File: src/rtl/imem_loader_pkg.sv
// Shared types and constants for the instruction-memory loader and the core it feeds.
// Holds the loader state encoding, error codes and the processor opcode constants.
package imem_loader_pkg;

    typedef enum logic [2:0] {
        HDR,
        DATA,
        CSUM,
        FILL,
        RUN,
        ERR
    } state_t;

    // Processor opcodes live in the top two bits of each instruction byte.
    localparam logic [1:0] OP_NOP    = 2'b10;
    localparam logic [7:0] NOP_INSTR = {OP_NOP, 6'd0};

    localparam logic [1:0] ERR_NONE    = 2'b00;
    localparam logic [1:0] ERR_LEN     = 2'b01;
    localparam logic [1:0] ERR_CSUM    = 2'b10;
    localparam logic [1:0] ERR_TIMEOUT = 2'b11;

    // A frame is good when LEN, every data byte and CSUM add to zero mod 256.
    function automatic logic csum_ok(input logic [7:0] sum, input logic [7:0] csum);
        logic [7:0] total;
        total = sum + csum;
        return (total == 8'd0);
    endfunction

endpackage

File: src/rtl/imem_loader_if.sv
// Byte-stream, instruction-memory write port and status signals of the loader.
// The loader uses the master view; the host/memory/core side uses the slave view.
interface imem_loader_if #(
    parameter int ADDR_W = 6
);
    import imem_loader_pkg::*;

    logic              s_valid;
    logic [7:0]        s_data;
    logic              s_ready;
    logic              load_req;
    logic              mem_we;
    logic [ADDR_W-1:0] mem_addr;
    logic [7:0]        mem_wdata;
    logic              cpu_reset_n;
    logic              done;
    logic [1:0]        err;

    modport master (
        input  s_valid, s_data, load_req,
        output s_ready, mem_we, mem_addr, mem_wdata, cpu_reset_n, done, err
    );

    modport slave (
        output s_valid, s_data, load_req,
        input  s_ready, mem_we, mem_addr, mem_wdata, cpu_reset_n, done, err
    );

endinterface

File: src/rtl/imem_loader.sv
// Receives a LEN/data/CSUM framed program, writes it into instruction memory, pads the
// rest with NOPs and releases the core from reset only once the whole image is resident.
module imem_loader
    import imem_loader_pkg::*;
#(
    parameter int DEPTH   = 64,
    parameter int ADDR_W  = 6,
    parameter int TIMEOUT = 255
) (
    input  logic         clk,
    input  logic         reset,
    imem_loader_if.master bus
);

    localparam logic [ADDR_W:0] DEPTH_C   = (ADDR_W+1)'(DEPTH);
    localparam logic [ADDR_W:0] ONE_C     = (ADDR_W+1)'(1);
    localparam logic [7:0]      DEPTH_B   = 8'(DEPTH);
    localparam logic [7:0]      TIMEOUT_C = 8'(TIMEOUT);

    state_t          state;
    logic [ADDR_W:0] cnt;
    logic [ADDR_W:0] len;
    logic [7:0]      sum;
    logic [7:0]      idle;
    logic            xfer;

    assign bus.s_ready = (state == HDR) || (state == DATA) || (state == CSUM);
    assign xfer        = bus.s_valid && bus.s_ready;

    always_ff @(posedge clk or negedge reset) begin
        if (!reset) begin
            state           <= HDR;
            cnt             <= '0;
            len             <= '0;
            sum             <= '0;
            idle            <= '0;
            bus.mem_we      <= 1'b0;
            bus.mem_addr    <= '0;
            bus.mem_wdata   <= '0;
            bus.cpu_reset_n <= 1'b0;
            bus.done        <= 1'b0;
            bus.err         <= ERR_NONE;
        end else begin
            bus.mem_we <= 1'b0;
            // A reload request wins over everything, including a byte offered this cycle.
            if (bus.load_req) begin
                state           <= HDR;
                cnt             <= '0;
                sum             <= '0;
                idle            <= '0;
                bus.cpu_reset_n <= 1'b0;
                bus.done        <= 1'b0;
                bus.err         <= ERR_NONE;
            end else begin
                case (state)
                    HDR: begin
                        if (xfer) begin
                            if (bus.s_data == 8'd0 || bus.s_data > DEPTH_B) begin
                                state   <= ERR;
                                bus.err <= ERR_LEN;
                            end else begin
                                len   <= bus.s_data[ADDR_W:0];
                                sum   <= bus.s_data;
                                cnt   <= '0;
                                idle  <= '0;
                                state <= DATA;
                            end
                        end
                    end
                    DATA: begin
                        if (xfer) begin
                            bus.mem_we    <= 1'b1;
                            bus.mem_addr  <= cnt[ADDR_W-1:0];
                            bus.mem_wdata <= bus.s_data;
                            sum           <= sum + bus.s_data;
                            cnt           <= cnt + ONE_C;
                            idle          <= '0;
                            if (cnt == len - ONE_C)
                                state <= CSUM;
                        end else if (idle == TIMEOUT_C - 8'd1) begin
                            state   <= ERR;
                            bus.err <= ERR_TIMEOUT;
                        end else begin
                            idle <= idle + 8'd1;
                        end
                    end
                    CSUM: begin
                        if (xfer) begin
                            idle <= '0;
                            if (csum_ok(sum, bus.s_data)) begin
                                cnt   <= len;
                                // A full-depth image has nothing left to pad.
                                state <= (len == DEPTH_C) ? RUN : FILL;
                            end else begin
                                state   <= ERR;
                                bus.err <= ERR_CSUM;
                            end
                        end else if (idle == TIMEOUT_C - 8'd1) begin
                            state   <= ERR;
                            bus.err <= ERR_TIMEOUT;
                        end else begin
                            idle <= idle + 8'd1;
                        end
                    end
                    FILL: begin
                        bus.mem_we    <= 1'b1;
                        bus.mem_addr  <= cnt[ADDR_W-1:0];
                        bus.mem_wdata <= NOP_INSTR;
                        cnt           <= cnt + ONE_C;
                        if (cnt == DEPTH_C - ONE_C)
                            state <= RUN;
                    end
                    RUN: begin
                        bus.cpu_reset_n <= 1'b1;
                        bus.done        <= 1'b1;
                    end
                    ERR: begin
                        bus.cpu_reset_n <= 1'b0;
                        bus.done        <= 1'b0;
                    end
                    default: state <= HDR;
                endcase
            end
        end
    end

endmodule
File: src/flat_wrapper.sv
// flat-port wrapper written by rule: the top's interface ports become plain ports
module imem_loader_flat import imem_loader_pkg::*;
#(
    parameter int DEPTH   = 64,
    parameter int ADDR_W  = 6,
    parameter int TIMEOUT = 255
)
  (clk, reset, bus_s_valid, bus_s_data, bus_load_req, bus_s_ready, bus_mem_we, bus_mem_addr, bus_mem_wdata, bus_cpu_reset_n, bus_done, bus_err);
  imem_loader_if #(.ADDR_W(ADDR_W)) bus_i ();
  input  logic clk;
  input  logic reset;
  input wire logic [$bits(bus_i.s_valid)-1:0] bus_s_valid;
  input wire logic [$bits(bus_i.s_data)-1:0] bus_s_data;
  input wire logic [$bits(bus_i.load_req)-1:0] bus_load_req;
  output wire logic [$bits(bus_i.s_ready)-1:0] bus_s_ready;
  output wire logic [$bits(bus_i.mem_we)-1:0] bus_mem_we;
  output wire logic [$bits(bus_i.mem_addr)-1:0] bus_mem_addr;
  output wire logic [$bits(bus_i.mem_wdata)-1:0] bus_mem_wdata;
  output wire logic [$bits(bus_i.cpu_reset_n)-1:0] bus_cpu_reset_n;
  output wire logic [$bits(bus_i.done)-1:0] bus_done;
  output wire logic [$bits(bus_i.err)-1:0] bus_err;
  assign bus_i.s_valid = bus_s_valid;
  assign bus_i.s_data = bus_s_data;
  assign bus_i.load_req = bus_load_req;
  assign bus_s_ready = bus_i.s_ready;
  assign bus_mem_we = bus_i.mem_we;
  assign bus_mem_addr = bus_i.mem_addr;
  assign bus_mem_wdata = bus_i.mem_wdata;
  assign bus_cpu_reset_n = bus_i.cpu_reset_n;
  assign bus_done = bus_i.done;
  assign bus_err = bus_i.err;
  imem_loader #(.DEPTH(DEPTH), .ADDR_W(ADDR_W), .TIMEOUT(TIMEOUT)) u_core (.clk(clk), .reset(reset), .bus(bus_i));
endmodule
File: config.mk
export PLATFORM = sky130hd
export DESIGN_NAME = imem_loader_flat
export DESIGN_NICKNAME = d
export VERILOG_FILES = /design/src/rtl/imem_loader_pkg.sv /design/src/rtl/imem_loader_if.sv /design/src/rtl/imem_loader.sv /design/src/flat_wrapper.sv
export SDC_FILE = /design/constraint.sdc
export NUM_CORES = 1
export LEC_CHECK = 0
export CORE_AREA = 2 2 81 83
export CTS_CLUSTER_SIZE = 40
export DETAILED_ROUTE_END_ITERATION = 7
export DIE_AREA = 0 0 83 85
export GPL_TIMING_DRIVEN = 1
export PLACE_DENSITY_LB_ADDON = 0.3
export SLEW_MARGIN = 10
export SYNTH_ARGS = -nofsm -noshare
export SYNTH_HDL_FRONTEND = slang
export SYNTH_SLANG_ARGS = --single-unit
File: constraint.sdc
create_clock -name clk -period 2.9 [get_ports clk]
set_clock_uncertainty 0.05 [all_clocks]
set_input_delay 0.58 -clock clk [delete_from_list [all_inputs] [get_ports clk]]
set_output_delay 0.58 -clock clk [all_outputs]
set_load 0.05 [all_outputs]
Word level (Yosys, flattened, before mapping)

Cells that the tools add are included.

Register bits after elaboration: 51
Bits in latches: 0
RAM bits: 0
ROM bits: 0
Output and inout port bits: 20
Word-level logic and storage cells: 107
Memories kept: 0

Add/subtract/negate cells: 4
Multiply operators: 0
Div/mod/pow operators: 0
$lt $le $gt $ge: 1
Equality and inequality tests: 22
Shift-type cells: 0
Multiplexer cells: 46
Bitwise operators: 2
Reduce and logical (&&, ||, !) cells: 22

Operator list:

| kind                | number |
|---|---|
| $mux 8              | 10 |
| $pmux 8 s2          | 3 |
| $mux 7              | 6 |
| $mux 3              | 10 |
| $pmux 7 s4          | 1 |
| $logic_not 8->1     | 2 |
| $reduce_and 4->1    | 4 |
| $pmux 3 s5          | 1 |
| $mux 2              | 7 |
| $ne 3x2->1 const B  | 4 |
| $ne 3x3->1 const B  | 4 |
| $pmux 6 s2          | 1 |
| $reduce_bool 3->1   | 3 |
| $add 8x1->8 const B | 1 |
| $add 8x8->8         | 1 |
| $eq 8x8->1 const B  | 1 |
| $gt 8x7->1 const B  | 1 |
| $ne 4x4->1 const B  | 2 |
| $add 7x1->7 const B | 1 |
| $eq 7x6->1 const B  | 1 |
| $eq 7x7->1          | 1 |
| $eq 7x7->1 const B  | 1 |
| $sub 7x1->7 const B | 1 |
| $eq 3x2->1 const B  | 2 |
| 19 further kinds    | 28 |

Longest topological paths before layout

Gate-level depths: netlist of the first run.

Word-level depth: 7
Depth in mapped cells: 9
Depth with buffers taken out: 8

Least setup slack after synthesis of the first run

OpenSTA, ideal clock, no wires.

Path kind: in2reg
From: input bus_s_data[0]
To: register u_core.cnt[0]
Setup time: 0.135 ns
Arrival: 2.676 ns
Required time: 2.715 ns
Slack: 0.039 ns
Cell stages on the path: 9
Cell sequence: ha_1 -> fa_1 -> a211oi_1 -> o21ba_2 -> o21ai_1 -> nor4_4 -> and2_1 -> clkbuf_1 -> o211ai_1

Longest elaborated chain between the ends: 4
Elaborated cells between the ends (all ways): 8

Ends and longest elaborated chain:

| element                                             | RTL line                                 | source |
|---|---|---|
| from (decl)                                         | flat_wrapper.sv:13                       | `input wire logic [$bits(bus_i.s_data)-1:0] bus_s_data;` |
| $add 8x8->8 (tied with other cells)                 | imem_loader_pkg.sv:26                    | `total = sum + csum;` |
| $logic_not 8->1 or $logic_or 1x1->1 (tied branches) | imem_loader_pkg.sv:27, imem_loader.sv:58 |  |
| $ne 3x3->1 (no line)                                | --                                       |  |
| $reduce_and 6->1 (no line) *                        | --                                       |  |
| to (signal assigned)                                | imem_loader.sv:76                        | `cnt <= cnt + ONE_C;` |
| to (signal assigned)                                | imem_loader.sv:91                        | `cnt <= len;` |
| to (signal assigned)                                | imem_loader.sv:109                       | `cnt <= cnt + ONE_C;` |
| to (decl)                                           | imem_loader.sv:21                        | `logic [ADDR_W:0] cnt;` |

Every way passes the cells marked *; elsewhere a longest branch is shown, timed or not.
A chain may end at the register's enable or synchronous reset.

Final worst setup path of the first run

From: input bus_s_data[2]
To: register u_core.cnt[5]

The elaborated chain is that of the path after synthesis.

==> results of run 1 <==
## layer usage
metal	track usage (%)	share of wire (%)
met3	3.89	5.6
met5	0	0
met1	35.5	43
met2	46.0	49
met4	8.94	1.9
## metrics by stage
stage	std cells	power [mW]
final	540	3.76
after global routing	540	4.01
after CTS	539	3.71
after detailed placement	530	3.23
after global placement	530	3.16
after floorplan	403	2.56
## power by group through the flow
stage | clock, mW | combinational, mW | sequential (mW)
after detailed placement | 0 | 2.03 | 1.19
after floorplan | 0 | 1.11 | 1.45
after global placement | 0 | 1.98 | 1.18
final | 0.461 | 2.11 | 1.19
after CTS | 0.477 | 2.05 | 1.19
after global routing | 0.499 | 2.27 | 1.24
## sequential cells by signal (all words and copies together), names as in the netlist
register / cells
u_core.sum: 8
u_core.bus.mem_we: 1
u_core.bus.mem_wdata: 8
u_core.state: 3
u_core.bus.cpu_reset_n: 1
u_core.idle: 8
u_core.bus.mem_addr: 6
u_core.bus.err: 2
u_core.cnt: 7
u_core.len: 7
## cell usage after synthesis (all sizes together), types with 10 or more instances
cell type,instances,share of area (%)
dfrtp,51,36
nand2,50,5.4
o22ai,13,2.3
mux2,10,3.2
o31ai,10,2.1
nand3,20,2.9
nor3,12,1.7
xnor2,13,3.3
nor2,36,3.9
a21oi,20,2.9
o21ai,23,3.3
clkbuf,12,1.3
inv,11,1.2
ha,12,4.3
## worst max-delay path, stage by stage
cell             delay (ns)
clkdlybuf4s50_1        0.45
ha_1                   0.40
a211oi_4               0.30
o21ai_0                0.18
a21o_1                 0.24
a22oi_2                0.23
buf_4                  0.18
buf_4                  0.13
a21oi_1                0.06
a211oi_1               0.21
## cell families (layout without fill, tap and decap cells)
kind of cell / after synthesis / count (layout)
AO/OA/AOI/OAI: 111 / 111
XOR/XNOR: 18 / 18
AND/OR/NAND/NOR: 160 / 160
adder cells (fa/ha/maj): 13 / 13
multiplexers: 16 / 16
flip-flops: 51 / 51
buffers and inverters: 34 / 94
## final timing paths
check / startpoint / depth (start not counted) / end / slack (ns)
hold / removal: reset / 1 / u_core.sum[4]$_DFFE_PN0P_ / 0.14
max in group asynchronous: reset / 2 / u_core.bus.err[1]$_DFFE_PN0P_ / 2.05
setup / recovery: bus_s_data[2] / 10 / u_core.cnt[5]$_DFFE_PN0P_ / 0.11
setup reg to reg: u_core.sum[0]$_DFFE_PN0P_ / 10 / u_core.cnt[5]$_DFFE_PN0P_ / 0.25
hold reg to reg: u_core.bus.mem_wdata[1]$_DFFE_PN0P_ / 2 / u_core.bus.mem_wdata[1]$_DFFE_PN0P_ / 0.42
min in group clk: u_core.bus.mem_wdata[1]$_DFFE_PN0P_ / 2 / u_core.bus.mem_wdata[1]$_DFFE_PN0P_ / 0.42
## area by class of cell
type	count	area (um2)	share of cell area [%]
Sequential cell	51	1280	29.9
Clock inverter	3	28.8	0.675
Timing Repair Buffer	74	643	15.1
Inverter	12	45.0	1.06
Tap cell	77	96.3	2.26
Multi-Input combinational cell	318	2110	49.4
Clock buffer	5	68.8	1.61
## repair_timing
item	in CTS	in global routing
gates cloned	0	1
pin swaps	0	3
setup endpoints to repair	10	12
resized for setup	4	9
buffers inserted	1	0
==> flow_summary.ini, run 1 <==
[critical_path]
startpoint_type = primary input
critical_path_arrival_ns = 2.98
path_max_fanout = 5
end_kind = register
critPathKind = in2reg
cp.required_ns = 3.08

[power_and_ir_drop]
ir_drop_mv = 0.679
combPwrFrac_pct = 56.0
pwr-share-seq_pct = 31.7
clkPwrFrac_pct = 12.3
netSwitchingFraction_pct = 47.1
power_per_cell_area_mw_per_mm2 = 882
p_int_mw = 1.99
p_switching_mw = 1.77
power.leakage_nw = 1.85

[floorplanning]
fp.dieH_um = 85
ioPinCount = 32
initial_core_util_pct = 56.4
die_w_um = 83
core_mm2 = 0.00620
std_cell_rows = 29
dieArea_mm2 = 0.00706

[timing]
slew_violations = 0
setup_viol = 0
worst_hold_slack_ns = 0.140
period_needed_ns = 2.79
hold_viol = 0
post-route-period-util_pct = 96.4
worstMarginPinSlew_ns = 0.607
post-route-worst-setup-slack_ns = 0.105
slew_headroom_pct = 59.2
max_freq_mhz = 358
setup_tns_ns = 0

[placed_design]
placed_area_mm2 = 0.00410
dp_slack_ns = -0.513
portBuffers = 31
gp_congestion = 0.975
dpl.hpwl_mm = 6.87

[routing]
wirelength_mm = 9.29
drt_iter0_drc = 244
num_vias = 3302
dr.pass1.iters = 5
ant_nets = 0
routedWlPerCell_um = 17.2
post_drt_via_cell_ratio = 6.11
drcViolationCount = 0

[logic_synthesis]
ys_async_sr_fraction_pct = 100
syn_inst = 403
synthSimpleGateAreaFrac_pct = 23.0
avgSynthCellArea_um2 = 8.68
synth_cell_types = 67
synth_compound_area_share_pct = 21.6
synth_seq_area_share_pct = 36.5
synth-adder-area-share_pct = 4.86
synth-xor-area-share_pct = 4.51
synthFlopType = dfrtp_1
netlist_area_mm2 = 0.00350
synth.area.mux_share_pct = 4.94
synth-edff-count = 0
synth_top_family_by_area = simple AND/OR/NAND/NOR gates
synth_warnings = 0
synth-seq-cells = 51
synth_fp_nets = 428

[finish]
layout_common_cells = 51 x dfrtp_1, 50 x nand2_1, 41 x buf_4, 36 x nor2_1, 28 x clkdlybuf4s50_1
post-route-util_pct = 68.7
drive_gt1_share_pct = 17.5
syn_to_final_growth_pct = 21.9
fillers = 490
nets = 487
num_antenna_cells = 0
final_cell_area_mm2 = 0.00426
final_common_cell = dfrtp_1

[global_routing]
overflow = 0
grt_pass1_vias = 3199
grt_usage_pct = 26.9
antenna_found_initial = 0
grt_pass1_wl_mm = 15.4
grt_max_degree = 21

[clock_network]
cts_inserted_buffers = 5
clk_pin_slew_ns = 0.11
cts.htree.levels = 2
clk_path_buf_depth = 2
clockRootBuffer = clkbuf_8
clock_sinks = 51
clock_latency_ns = 0.32
cts_tree = built
holdBufCountCts = 0

[outcome]
status = finished clean

[worst_hold_path]
hold_class = in2async

[run]
maxCapViolCount = 0
Note: power is estimated with default switching activity, not from simulation.
==> run 2, diff against run 1 <==
- CORE_AREA: 2 2 81 83 -> 2 2 80 82
- DIE_AREA: 0 0 83 85 -> 0 0 82 84
- clock period: 2.9 -> 3.4 ns (I/O delays scaled with it)
==> run 2 against run 1 <==
  * Wire length decreased by 8.4%
  * Sequential power is 13% lower
  * Clock power shrank 16%
  * Utilization fell by 2.5 points
  * Critical path depth grew 1
  * Critical endpoint is now u_core.cnt[1]$_DFFE_PN0P_
  * Cell count is 4.1% lower
  * Register-to-register slack better by 0.30 ns
  * First-iteration DRC count shrank 26%
  * Non-clock buffer count is 22 lower
==> flow_summary.ini, run 2 (synthesized netlist as in run 1, its figures left out) <==
[routing]
post_drt_via_cell_ratio = 6.21
wirelength_mm = 8.52
num_vias = 3217
drt_iter0_drc = 181
ant_nets = 0
drcViolationCount = 0
routedWlPerCell_um = 16.4
dr.pass1.iters = 5

[global_routing]
overflow = 0
grt_pass1_vias = 3049
grt_max_degree = 34
grt_pass1_wl_mm = 14.3
antenna_found_initial = 0
grt_usage_pct = 26.0

[critical_path]
critPathMaxStageDelay_ns = 0.45
critPathTopFamily = compound AO/OA/AOI/OAI gates
startpoint_type = primary input
critPathKind = in2reg
path_buf_inv = 3
cp.required_ns = 3.56
critical_path_arrival_ns = 3.44
crit_chain = clkdlybuf4s50_1 -> ha_1 -> fa_1 -> a211oi_1 -> o21ai_0 -> a21o_1 -> a22oi_1 -> buf_4 -> buf_4 -> a21oi_1 -> a211oi_1
end_kind = register
path_max_fanout = 11
cp_slowest_cell = clkdlybuf4s50_1

[finish]
fillers = 510
drive_gt1_share_pct = 11.6
layout_common_cells = 51 x dfrtp_1, 50 x nand2_1, 36 x nor2_1, 30 x clkdlybuf4s50_1
nets = 465
num_antenna_cells = 0
final_common_cell = dfrtp_1
final_cell_area_mm2 = 0.00404
top_regs = u_core.bus.mem_wdata x8, u_core.idle x8, u_core.sum x8
syn_to_final_growth_pct = 15.3

[clock_network]
clock_latency_ns = 0.31
clock_sinks = 51
cts_inserted_buffers = 5
holdBufCountCts = 0
cts_setup_buffers = 0
clk_path_buf_depth = 2
cts.htree.levels = 2
cts_tree = built
cts_resized = 0
clk_pin_slew_ns = 0.11
clockRootBuffer = clkbuf_8

[timing]
slew_headroom_pct = 57.8
rsz0062_at_grt = no
max_freq_mhz = 304
setup_viol = 0
slew_violations = 0
worstMarginPinSlew_ns = 0.633
hold_viol = 0
post-route-period-util_pct = 96.7
period_needed_ns = 3.29
post-route-worst-setup-slack_ns = 0.112

[floorplanning]
core_mm2 = 0.00610
ioPinCount = 32
initial_core_util_pct = 57.4
dieArea_mm2 = 0.00689
fp.dieH_um = 84
die_w_um = 82
std_cell_rows = 29

[placed_design]
dpl.hpwl_mm = 6.43
gp_congestion = 0.977
placed_area_mm2 = 0.00394
portBuffers = 31
dp_slack_ns = -0.168

[run]
maxCapViolCount = 0

[outcome]
status = finished clean

[power_and_ir_drop]
ir_drop_mv = 0.609
power_per_cell_area_mw_per_mm2 = 754
power.leakage_nw = 1.71

[worst_hold_path]
hold_class = in2async
[run 2: changes by cell type in the layout (fill, tap and decap cells not counted), moves of 2 or more]
cell             delta
clkdlybuf4s50_1     +2
buf_4              -20
a211oi_1            +2
dlymetal6s2s_1      -2
[run 2: power breakdown]
part | total [mW] | internal [mW] | switching, mW
registers | 1.04 | 0.795 | 0.240
logic | 1.62 | 0.654 | 0.969
clock network | 0.386 | 0.152 | 0.234
total | 3.04 | 1.60 | 1.44
[run 2: worst reg2reg max path, stage by stage (launching register included)]
cell and delay (ns):
dfrtp_1 0.40, ha_1 0.22, fa_1 0.43, a211oi_1 0.35, o21ai_0 0.18, a21o_1 0.22, a22oi_1 0.19, buf_4 0.21
buf_4 0.14, a21oi_1 0.07, a211oi_1 0.29
[run 2: per-layer routing]
| layer | vias up | part of all wire, % | GRT usage [%] |
|---|---|---|---|
| met2 | 120 | 48 | 41.5 |
| met5 | - | 0 | 0 |
| li1 | 1547 | - | - |
| met3 | 22 | 5.6 | 3.46 |
| met4 | 0 | 2.3 | 8.33 |
| met1 | 1528 | 45 | 36.4 |
[run 2: final timing paths]
| path | from | endpoint | slack [ns] | cells past startpoint |
|---|---|---|---|---|
| setup / recovery | bus_s_data[0] | u_core.cnt[1]$_DFFE_PN0P_ | 0.11 | 11 |
| hold / removal | reset | u_core.sum[6]$_DFFE_PN0P_ | 0.23 | 1 |
| setup reg to reg | u_core.sum[0]$_DFFE_PN0P_ | u_core.cnt[1]$_DFFE_PN0P_ | 0.55 | 10 |
| hold reg to reg | u_core.bus.mem_wdata[5]$_DFFE_PN0P_ | u_core.bus.mem_wdata[5]$_DFFE_PN0P_ | 0.42 | 2 |
| max in group asynchronous | reset | u_core.cnt[2]$_DFFE_PN0P_ | 2.28 | 2 |
| min in group clk | u_core.bus.mem_wdata[5]$_DFFE_PN0P_ | u_core.bus.mem_wdata[5]$_DFFE_PN0P_ | 0.42 | 2 |
[run 2: final cells by class]
type | instances | area, um2 | share of cell area (%)
Sequential cell | 51 | 1280 | 31.6
Tap cell | 77 | 96.3 | 2.39
Clock inverter | 3 | 27.5 | 0.682
Clock buffer | 5 | 68.8 | 1.71
Multi-Input combinational cell | 318 | 2060 | 51.0
Timing Repair Buffer | 52 | 463 | 11.5
Inverter | 12 | 45.0 | 1.12
[run 2: per-stage QoR]
step | power (mW) | utilization, % | instances | TNS [ns] | hold slack [ns]
after floorplan | 2.18 | - | 403 | 0 | 0.334
after global placement | 2.61 | 64.6 | 510 | -0.141 | 0.400
after detailed placement | 2.66 | 64.6 | 510 | -0.925 | 0.406
after CTS | 3.04 | 66.2 | 518 | 0 | 0.261
after global routing | 3.24 | 66.2 | 518 | 0 | 0.278
final | 3.04 | 66.2 | 518 | 0 | 0.234
